## config.mk

```make
export PLATFORM = sky130hd
export DESIGN_NAME = tea_de_seq
export DESIGN_NICKNAME = d
export VERILOG_FILES = /design/src/rtl/tea_de_seq.sv
export SDC_FILE = /design/constraint.sdc
export NUM_CORES = 1
export LEC_CHECK = 0
export ABC_AREA = 0
export CAP_MARGIN = 10
export CORE_AREA = 3 3 219 221
export DETAILED_ROUTE_END_ITERATION = 10
export DIE_AREA = 0 0 222 224
export DONT_BUFFER_PORTS = 1
export PLACE_DENSITY = 0.47
export SYNTH_ARGS = -nofsm -noshare
export SYNTH_HDL_FRONTEND = slang
export SYNTH_SLANG_ARGS = --single-unit
```

## constraint.sdc

```tcl
create_clock -name clk -period 5.4 [get_ports clk]
set_clock_uncertainty 0.15 [all_clocks]
set_input_delay 1.08 -clock clk [delete_from_list [all_inputs] [get_ports clk]]
set_output_delay 1.08 -clock clk [all_outputs]
set_load 0.01 [all_outputs]
```

## src/rtl/tea_de_seq.sv

```systemverilog
// Block sequencer for the TEA decryption round core: accepts ciphertext+key,
// strobes the core, counts rounds and buffers plaintext in a 2-entry FIFO.
module tea_de_seq #(
   parameter int unsigned ROUNDS = 32,
   parameter logic [31:0] DELTA  = 32'h9E3779B9,
   parameter int unsigned CNT_W  = 16
) (
   input  logic              clk,
   input  logic              rst,
   input  logic              in_valid,
   output logic              in_ready,
   input  logic [63:0]       in_data,
   input  logic [127:0]      in_key,
   output logic              core_start,
   output logic [31:0]       core_y,
   output logic [31:0]       core_z,
   output logic [127:0]      core_key,
   output logic [31:0]       core_delta,
   input  logic [63:0]       core_data,
   output logic              out_valid,
   input  logic              out_ready,
   output logic [63:0]       out_data,
   output logic              busy,
   output logic [CNT_W-1:0]  blk_cnt
);

   localparam int unsigned RND_W = $clog2(ROUNDS + 1);
   localparam logic [RND_W-1:0] RND_LAST = RND_W'(ROUNDS);

   localparam logic [1:0] S_IDLE = 2'd0;
   localparam logic [1:0] S_LOAD = 2'd1;
   localparam logic [1:0] S_RUN  = 2'd2;

   logic [1:0]       state;
   logic [RND_W-1:0] rnd;
   logic [63:0]      fifo_mem [0:1];
   logic             wr_ptr;
   logic             rd_ptr;
   logic [1:0]       fifo_cnt;
   logic             push;
   logic             pop;

   // Only one block is ever in flight, so a free slot at accept is a reserved slot.
   assign in_ready   = !rst && (state == S_IDLE) && (fifo_cnt < 2'd2);
   assign core_start = (state == S_LOAD);
   assign core_delta = DELTA;
   assign busy       = (state != S_IDLE);
   assign out_valid  = (fifo_cnt != 2'd0);
   assign out_data   = fifo_mem[rd_ptr];
   assign push       = (state == S_RUN) && (rnd == RND_LAST);
   assign pop        = out_valid && out_ready;

   always_ff @(posedge clk) begin
      if (rst) begin
         state    <= S_IDLE;
         rnd      <= '0;
         core_y   <= '0;
         core_z   <= '0;
         core_key <= '0;
         wr_ptr   <= 1'b0;
         rd_ptr   <= 1'b0;
         fifo_cnt <= '0;
         blk_cnt  <= '0;
         for (int unsigned i = 0; i < 2; i++) begin
            fifo_mem[i] <= '0;
         end
      end else begin
         case (state)
            S_IDLE: begin
               if (in_valid && in_ready) begin
                  core_y   <= in_data[63:32];
                  core_z   <= in_data[31:0];
                  core_key <= in_key;
                  state    <= S_LOAD;
               end
            end
            S_LOAD: begin
               rnd   <= '0;
               state <= S_RUN;
            end
            S_RUN: begin
               if (push) begin
                  rnd   <= '0;
                  state <= S_IDLE;
               end else begin
                  rnd <= rnd + RND_W'(1);
               end
            end
            default: state <= S_IDLE;
         endcase

         if (push) begin
            fifo_mem[wr_ptr] <= core_data;
            wr_ptr           <= ~wr_ptr;
            blk_cnt          <= blk_cnt + CNT_W'(1);
         end
         if (pop) begin
            rd_ptr <= ~rd_ptr;
         end
         case ({push, pop})
            2'b10:   fifo_cnt <= fifo_cnt + 2'd1;
            2'b01:   fifo_cnt <= fifo_cnt - 2'd1;
            default: fifo_cnt <= fifo_cnt;
         endcase
      end
   end

endmodule

```

==> results of run 1 <==
[power by group]
group          internal (mW)  switching [mW]  total, mW
Combinational          0.165           0.398      0.563
Clock                   1.63            1.06       2.69
Sequential              2.91           0.201       3.11
[routing by layer]
layer | GRT usage (%) | wire, µm | vias up
li1 | - | - | 4398
met1 | 17.2 | 15200 | 4398
met2 | 24.8 | 19200 | 356
met3 | 6.67 | 4210 | 61
met4 | 5.63 | 1080 | 0
met5 | 0 | 0 | -
[area by class of cell]
cell class              instances  area share [%]
multi-input cells             922            31.8
well taps                     607            4.95
inverters                       8           0.196
clock buffers                  54            7.27
flip-flops and latches        349            53.9
clock inverters                13            1.10
repair buffers                 12           0.751
[worst max-delay path by stage]
stage	slack (ns)	to	startpoint	cells after the start
floorplan	0.64	fifo_mem[0][0]	rnd[0]	6
finish	2.06	out_data[60]	register	2
detailed placement	1.74	core_key[82]	rst	5
CTS	1.93	out_data[60]	register	2
global placement	1.80	core_key[64]	rst	5
global route	1.77	fifo_mem[1][14]	rnd[0]	7
[per-stage QoR]
step,cells,utilization (%),hold slack (ns)
after detailed placement,1898,30.3,0.340
final,1965,33.1,0.345
after CTS,1965,33.1,0.349
after global placement,1898,30.3,0.332
after global routing,1965,33.1,0.365
after floorplan,1400,-,0.316
[tightest hold or removal path, cell delays in order (launching register included)]
cell      delay [ns]
dfxtp_1         0.32
nand2b_1        0.07
mux2i_1         0.05
[layout by cell type, fill, tap and decap left out, types with 2 or more instances in the layout]
cell / synthesis / layout
nand2_1: 392 / 391
dfxtp_1: 221 / 220
a21oi_1: 205 / 205
and2_1: 129 / 129
edfxtp_1: 128 / 128
mux2_2: 64 / 64
clkbuf_16: 0 / 41
conb_1: 2 / 32
nor2_1: 18 / 18
buf_4: 32 / 10
clkbuf_1: 67 / 9
inv_1: 8 / 8
o21ai_0: 8 / 8
xor2_1: 8 / 8
ha_1: 8 / 8
nand4_1: 7 / 7
or3_1: 7 / 7
nand3_1: 6 / 6
nand2b_1: 6 / 6
or4_1: 5 / 5
xnor2_1: 5 / 5
clkinv_2: 0 / 4
bufinv_16: 0 / 4
clkbuf_8: 0 / 4
mux2i_1: 3 / 3
clkinv_1: 0 / 3
or2_2: 2 / 2
nor4_1: 2 / 2
o31ai_1: 2 / 2
inv_6: 0 / 2
buf_12: 0 / 2
[flip-flops by register name, indices dropped and copies added, names as in the netlist, named ones only]
register	cells
state	2
wr_ptr	1
fifo_mem	128
rd_ptr	1
core_key	128
fifo_cnt	2
rnd	6
core_y	32
core_z	32
blk_cnt	16
[cell families (layout without fill, tap and decap cells)]
kind of cell	count (synthesis)	after routing	share of synthesized area (%)
and+or+nand+nor	583	583	19.4
DFF	349	349	60.7
AOI/OAI and AO/OA	219	219	8.16
buffers and inverters	129	87	4.63
muxes	67	67	5.51
xor gates and xnor gates	13	13	0.835
adders and majority gates	8	8	0.734
other	2	32	0.0551
==> flow_metrics.py, run 1 <==
metrics = {
    "outcome": {
        "status": "complete, no violations",
    },
    "synth": {
        "syn_inst": 1370,
        "synth_edf_count": 128,
        "synth.area.top_cells": "dfxtp_1 (32%), edfxtp_1 (28%), nand2_1 (11%)",
        "synth_top_area_share_pct": 32.5,
        "syn_area_um2": 13600,
        "ys_warn_count": 0,
        "synth_seq_cells": 349,
        "synth_ff_type": "dfxtp_1",
        "synthTopCellsByCount": "nand2_1 (392), dfxtp_1 (221), a21oi_1 (205)",
        "synth.most_common_cell": "nand2_1",
        "synth_area_per_cell_um2": 9.95,
        "seq_area_frac_synth_pct": 60.7,
        "async_reset_ff_share_pct": 0,
        "synth_area_leader_cell": "dfxtp_1",
        "yosysUniqueCellTypes": 37,
    },
    "drt": {
        "drt_pass1_iterations": 5,
        "detail_route.wl_per_cell_um": 20.2,
        "dr.first_iter.drc_count": 509,
        "vias_per_cell": 4.69,
        "vias": 9213,
        "ant_nets": 0,
        "wl_mm": 39.6,
        "drc": 0,
    },
    "pwr": {
        "fin_total_pwr_mw": 6.37,
        "peakVddDrop_v": 0.000217,
        "powerDensity_nw_per_um2": 415,
        "leakagePower_nw": 5.36,
    },
    "sta": {
        "setup_viol": 0,
        "max_slew_margin_pct": 35.1,
        "hold_violations": 0,
        "rsz0062_at_grt": "false",
        "tightest_slew_ns": 0.971,
        "finalCritPeriodShare_pct": 61.8,
        "final.setup.tns_ns": 0,
        "drv_slew": 0,
        "fin_crit_ns": 3.34,
        "timing.final.ws_setup_ns": 2.06,
        "max_freq_mhz": 300,
    },
    "setup_path": {
        "crit_chain": "buf_4, mux2_2",
        "rrSetupSlack_ns": 2.08,
        "cp-start-kind": "register",
        "cpPeakStageDelay_ns": 0.65,
        "critPathMaxFanout": 23,
        "path_class": "register to output port",
        "cp_slowest_cell": "dfxtp_2",
        "path_delay_family": "flip-flops",
        "r2r_start": "rnd[0]",
        "rr_worst_depth": 7,
        "crit_path_end_kind": "output port",
        "required_ns": 4.17,
        "critPathBufInv": 1,
        "r2r_end": "fifo_mem[1][22]",
        "arrival_ns": 2.11,
    },
    "die": {
        "die_x_um": 222,
        "start_util_pct": 29.4,
        "coreArea_um2": 46400,
        "row_count": 79,
        "die-area_um2": 49700,
        "ios": 568,
        "die_y_um": 224,
    },
    "placed_design": {
        "dpl_cell_area_um2": 14100,
        "dpl.hpwl_mm": 27.3,
        "finalWeightedCongestion": 0.776,
        "port_buffers": 0,
        "dpl_worst_slack_ns": 1.74,
    },
    "global_routing": {
        "grt_max_degree": 228,
        "grt_pass1_vias": 9115,
        "gr-total-overflow": 0,
        "grt_usage_pct": 15.0,
        "grt_pass1_wl_mm": 57.9,
        "antenna_found_initial": 0,
    },
    "hold_path": {
        "hold_end": "state[1]",
        "holdPathStages": 2,
        "hp-start": "state[1]",
        "min_path_type": "register to register",
    },
    "cells_and_area": {
        "syn2layout_area_growth_pct": 12.5,
        "multi_input_area_um2": 4880,
        "postLayoutCellArea_um2": 15300,
        "drive_above_1_share_pct": 10.4,
        "num-fill-cells": 4825,
        "fin_nets": 1601,
        "antenna_cells": 0,
        "seq_area_um2": 8270,
    },
    "run": {
        "drv_cap": 0,
    },
    "clock_tree": {
        "cts_root_buf": "clkbuf_16",
        "max-clock-path-buffers": 3,
        "cts_resized": 0,
        "clk_pin_slew_worst_paths_ns": 0.06,
        "cts-hold-fix-buffers": 0,
        "post_cts_buffers": 0,
        "insertion_delay_ns": 0.53,
        "cts_sinks": 349,
        "htreeDepth": 2,
        "numCtsBuffers": 40,
        "cts_tree": "yes",
    },
}
No activity file was read; power rests on OpenSTA's default activity.
==> run 2: changes to the inputs <==
PLACE_DENSITY = 0.48   (was 0.47)
clock period = 2.8 ns   (was 5.4 ns; I/O delays follow)
==> run 2 against run 1 <==
Register-to-register slack got worse by 1.8 ns. Flip-flop and latch count unchanged. Non-clock buffer count increased by 204. Critical endpoint is now core_z[23]. Utilization increased by 4.4 points. Global-route usage increased by 2.0 points. Largest power group unchanged. Die area unchanged. Cell area increased by 13%. Highest routed layer unchanged. Cell count increased by 11%. Combinational power increased to 2.6 times the previous value. Via count increased by 11%. Power increased by 93%.
==> flow_metrics.py, run 2 (synthesis results as in run 1) <==
metrics = {
    "outcome": {
        "status": "complete, no violations",
    },
    "die": {
        "start_util_pct": 29.4,
        "die_x_um": 222,
        "ios": 568,
        "coreArea_um2": 46400,
        "row_count": 79,
        "die-area_um2": 49700,
        "die_y_um": 224,
    },
    "pwr": {
        "leakagePower_nw": 6.21,
        "powerDensity_nw_per_um2": 709,
        "peakVddDrop_v": 0.000519,
        "fin_total_pwr_mw": 12.3,
    },
    "sta": {
        "hold_ws_ns": 0.0529,
        "hold_violations": 0,
        "max_freq_mhz": 394,
        "setup_viol": 0,
        "drv_slew": 0,
        "finalCritPeriodShare_pct": 90.5,
        "fin_crit_ns": 2.54,
        "rsz0062_at_grt": "false",
        "final.setup.tns_ns": 0,
        "tightest_slew_ns": 1.13,
        "max_slew_margin_pct": 24.7,
    },
    "drt": {
        "detail_route.wl_per_cell_um": 20.4,
        "dr.first_iter.drc_count": 555,
        "ant_nets": 0,
        "wl_mm": 44.4,
        "vias_per_cell": 4.70,
        "drt_pass1_iterations": 5,
        "drc": 0,
        "vias": 10200,
    },
    "cells_and_area": {
        "num-fill-cells": 4593,
        "final_cell_mix": "nand2_1 (391), dfxtp_1 (220), a21oi_1 (205)",
        "fin_nets": 1806,
        "drive_above_1_share_pct": 10.1,
        "layout_commonest_cell": "nand2_1",
        "largest_registers": "core_key (128), fifo_mem (128)",
        "syn2layout_area_growth_pct": 27.5,
    },
    "clock_tree": {
        "max-clock-path-buffers": 3,
        "numCtsBuffers": 41,
        "cts_tree": "yes",
        "insertion_delay_ns": 0.53,
        "htreeDepth": 2,
        "clk_pin_slew_worst_paths_ns": 0.06,
        "cts_sinks": 349,
        "cts_root_buf": "clkbuf_16",
    },
    "global_routing": {
        "grt_pass1_wl_mm": 65.5,
        "grt_max_degree": 172,
        "gr-total-overflow": 0,
        "grt_usage_pct": 17.0,
        "grt_pass1_vias": 10380,
        "antenna_found_initial": 5,
    },
    "setup_path": {
        "path_class": "register to register",
        "crit_path_end_kind": "register",
        "arrival_ns": 2.80,
        "cp-start-kind": "register",
        "required_ns": 3.07,
        "rrSetupSlack_ns": 0.26,
        "critPathMaxFanout": 27,
    },
    "placed_design": {
        "dpl.hpwl_mm": 29.9,
        "finalWeightedCongestion": 0.797,
        "port_buffers": 0,
    },
    "hold_path": {
        "min_path_type": "input pin to register",
    },
    "run": {
        "drv_cap": 0,
    },
}
-- run 2: cell types whose count changed in the layout (fill, tap and decap cells not counted), moves of 2 or more --
cell	before	now
bufinv_16	4	0
clkinvlp_4	0	3
buf_4	10	16
inv_6	2	0
diode_2	0	2
dlygate4sd3_1	0	188
buf_12	2	12
clkinv_2	4	7
-- run 2: layer usage --
layer | part of all wire (%) | wire [µm] | GRT usage, %
met1 | 38 | 16700 | 18.8
met2 | 50 | 22200 | 30.0
met3 | 10 | 4510 | 7.52
met4 | 2.2 | 995 | 4.56
met5 | 0 | 0 | 0
-- run 2: metrics by stage --
step	cells	util, %	worst slack [ns]	instance area, µm²
detailed placement	1910	30.7	0.450	14300
floorplan	1400	-	0.0506	13800
finish	2172	37.5	0.265	17400
CTS	2167	37.4	0.00673	17300
global route	2172	37.5	0.0748	17400
global placement	1910	30.7	0.518	14300
-- run 2: path summary, 6_finish.rpt --
check	startpoint	to	depth (start not counted)
min reg2reg	state[1]	state[1]	2
max	state[0]	core_z[23]	9
min	in_key[42]	core_key[42]	2
max reg2reg	state[0]	core_z[23]	9
-- run 2: cell type report --
type                    count  area (µm²)  share of cell area (%)
multi-input cells         922        4890                    28.1
repair buffers            216        2240                    12.9
inverters                   8        30.0                   0.173
well taps                 607         759                    4.37
clock inverters            15        81.3                   0.468
clock buffers              53        1100                    6.34
diodes                      2        5.00                  0.0288
flip-flops and latches    349        8270                    47.6
-- run 2: power by group --
group	internal (mW)	switching, mW
Sequential	5.62	0.411
Combinational	0.595	0.871
Clock	2.76	2.07
-- run 2: critical path, stage by stage (launching register included) --
cell and delay, ns:
dfxtp_1 0.33, inv_1 0.11, ha_1 0.29, nor3b_2 0.25, buf_4 0.21, nand2_8 0.17, buf_4 0.23, nand2_1 0.07
a21oi_1 0.06, dlygate4sd3_1 0.55
-- run 2: repair_timing --
action | in CTS | in global routing
hold buffers | 189 | 0
gates resized for setup | 0 | 2
buffers inserted | 0 | 3
setup endpoints to repair | 0 | 2
hold endpoints to repair | 201 | 0
==> run 3: changes to the inputs <==
ABC_AREA = 1   (was 0)
==> run 3 against run 2 <==
Die area unchanged. Routed wire length down 8.6%. Largest power group unchanged. Worst setup slack got worse by 0.053 ns. Cell count fell by 3.5%.
==> flow_metrics.py, run 3 <==
metrics = {
    "outcome": {
        "status": "complete, no violations",
    },
    "setup_path": {
        "cpPeakStageDelay_ns": 0.41,
        "rr_worst_depth": 9,
        "r2r_end": "core_key[70]",
        "required_ns": 3.05,
        "r2r_start": "state[0]",
        "critPathBufInv": 4,
        "crit_path_end_kind": "register",
        "critPathMaxFanout": 86,
        "path_delay_family": "simple AND/OR/NAND/NOR gates",
        "crit_chain": "inv_1, ha_1, inv_2, nor3_2, nand2_8, buf_12, buf_4, o21ai_0, nor2_1",
        "rrSetupSlack_ns": 0.21,
        "cp-start-kind": "register",
        "path_class": "register to register",
        "cp_slowest_cell": "o21ai_0",
        "arrival_ns": 2.84,
    },
    "global_routing": {
        "grt_max_degree": 163,
        "grt_usage_pct": 15.5,
        "grt_pass1_wl_mm": 59.4,
        "gr-total-overflow": 0,
        "antenna_found_initial": 12,
        "grt_pass1_vias": 9391,
    },
    "synth": {
        "yosysUniqueCellTypes": 25,
        "synth_ff_type": "dfxtp_1",
        "synth_top_area_share_pct": 32.4,
        "synth.area.top_cells": "dfxtp_1 (32%), edfxtp_1 (28%), nor2_1 (15%)",
        "ys_warn_count": 0,
        "syn_area_um2": 13600,
        "synth-simple-area-share_pct": 17.7,
        "synth_top_family_by_area": "simple AND/OR/NAND/NOR gates",
        "synth_xor_xnor_area_share_pct": 0.257,
        "muxShareOfSynthArea_pct": 5.36,
        "seq_area_frac_synth_pct": 60.6,
        "synth_seq_cells": 349,
        "synth.most_common_cell": "nor2_1",
        "syn_inst": 1476,
        "synth_area_leader_cell": "dfxtp_1",
        "synth_edf_count": 128,
        "async_reset_ff_share_pct": 0,
        "synthAdderAreaFrac_pct": 0.734,
        "synthTopCellsByCount": "nor2_1 (553), dfxtp_1 (221), o21ai_0 (199)",
        "synth-compound-area-share_pct": 8.00,
        "synth_area_per_cell_um2": 9.24,
    },
    "placed_design": {
        "finalWeightedCongestion": 0.774,
        "dpl.hpwl_mm": 29.5,
        "dpl_cell_area_um2": 14200,
        "port_buffers": 0,
    },
    "hold_path": {
        "hold_end": "core_key[121]",
        "min_path_type": "input pin to register",
        "hp-start": "in_key[121]",
        "holdPathStages": 2,
    },
    "drt": {
        "dr.first_iter.drc_count": 644,
        "drt_pass1_iterations": 7,
        "detail_route.wl_per_cell_um": 19.3,
        "wl_mm": 40.5,
        "ant_nets": 0,
        "drc": 0,
        "vias_per_cell": 4.61,
        "vias": 9676,
    },
    "die": {
        "die-area_um2": 49700,
        "row_count": 79,
        "die_y_um": 224,
        "ios": 568,
        "coreArea_um2": 46400,
        "die_x_um": 222,
        "start_util_pct": 29.4,
    },
    "sta": {
        "max_freq_mhz": 386,
        "hold_ws_ns": 0.0460,
        "fin_crit_ns": 2.59,
        "final.setup.tns_ns": 0,
        "drv_slew": 0,
        "rsz0062_at_grt": "false",
        "setup_viol": 0,
        "tightest_slew_ns": 0.602,
        "finalCritPeriodShare_pct": 92.4,
        "hold_violations": 0,
        "max_slew_margin_pct": 59.9,
    },
    "clock_tree": {
        "cts_root_buf": "clkbuf_16",
        "cts_tree": "yes",
        "htreeDepth": 2,
        "insertion_delay_ns": 0.54,
        "numCtsBuffers": 40,
        "max-clock-path-buffers": 3,
        "cts_sinks": 349,
        "cts_resized": 0,
        "clk_pin_slew_worst_paths_ns": 0.06,
    },
    "pwr": {
        "combPwrFrac_pct": 11.1,
        "powerDensity_nw_per_um2": 828,
        "leakagePower_nw": 5.96,
        "seqPwrFrac_pct": 50.2,
        "swShare_pct": 27.7,
        "p_clk_share_pct": 38.7,
        "p_int_mw": 9.30,
        "p_sw_mw": 3.57,
        "peakVddDrop_v": 0.000683,
    },
    "cells_and_area": {
        "postLayoutCellArea_um2": 15500,
        "final_cell_mix": "nor2_1 (553), dfxtp_1 (220), o21ai_0 (199)",
        "syn2layout_area_growth_pct": 14.0,
        "final_core_util_pct": 33.5,
        "largest_registers": "core_key (128), fifo_mem (128)",
        "layout_commonest_cell": "nor2_1",
        "drive_above_1_share_pct": 10.3,
        "fin_nets": 1722,
        "num-fill-cells": 4814,
    },
    "run": {
        "drv_cap": 0,
    },
}
==> run 3: how the worst max path moves through the flow <==
| stage | startpoint | to | slack (ns) | cells after the start |
|---|---|---|---|---|
| final | state[0] | core_key[70] | 0.21 | 9 |
| after CTS | register | out_data[16] | 0.15 | 2 |
| after detailed placement | state[0] | core_key[70] | 0.21 | 9 |
| after global routing | state[0] | core_key[70] | 0.06 | 9 |
| after floorplan | state[0] | fifo_mem[0][0] | 0.25 | 8 |
| after global placement | state[0] | core_key[70] | 0.26 | 9 |
==> run 3: metal layers <==
layer / global-route usage [%] / vias up / wire (µm)
li1: - / 4668 / -
met1: 17.2 / 4565 / 15200
met2: 25.9 / 376 / 20000
met3: 7.13 / 65 / 4430
met4: 6.03 / 2 / 935
met5: 0 / - / 13
==> run 3: cell type report <==
class	instances	area (µm²)	area share (%)
Antenna cell	9	22.5	0.145
Clock buffer	55	1130	7.26
Clock inverter	14	120	0.773
Inverter	81	314	2.02
Multi-Input combinational cell	956	4530	29.1
Sequential cell	349	8270	53.2
Tap cell	607	759	4.89
Timing Repair Buffer	26	403	2.59
==> run 3: power by group through the flow <==
stage               Clock, mW  Combinational, mW  Sequential (mW)
floorplan                   0               1.16             6.35
global placement            0               1.41             6.58
detailed placement          0               1.45             6.58
CTS                      5.16               1.45             6.48
global route             5.37               1.66             6.53
finish                   4.98               1.43             6.46
==> run 3: what timing repair did <==
action | in CTS | in global routing
buffers inserted | 0 | 0
hold buffers | 3 | 0
hold endpoints to repair | 6 | 0
==> run 3: worst reg2reg max path, delay by kind of cell (launching register included) <==
family	cells	cell delay, ns
buf+inv	4	0.69
fa+ha+maj	1	0.19
compound gates	1	0.41
flops	1	0.33
simple gates	3	0.68
==> run 3: logic make-up after synthesis <==
| group | count (synthesis) |
|---|---|
| other | 2 |
| AOI/OAI and AO/OA | 218 |
| DFF | 349 |
| and+or+nand+nor | 629 |
| adders and majority gates | 8 |
| muxes | 65 |
| xor gates and xnor gates | 4 |
| buffers and inverters | 201 |
==> run 3: stage by stage <==
step / instances / setup WS [ns] / power, mW
floorplan: 1506 / 0.255 / 7.51
global placement: 2016 / 0.265 / 7.99
detailed placement: 2016 / 0.212 / 8.03
CTS: 2088 / 0.146 / 13.1
global route: 2097 / 0.0637 / 13.6
finish: 2097 / 0.212 / 12.9
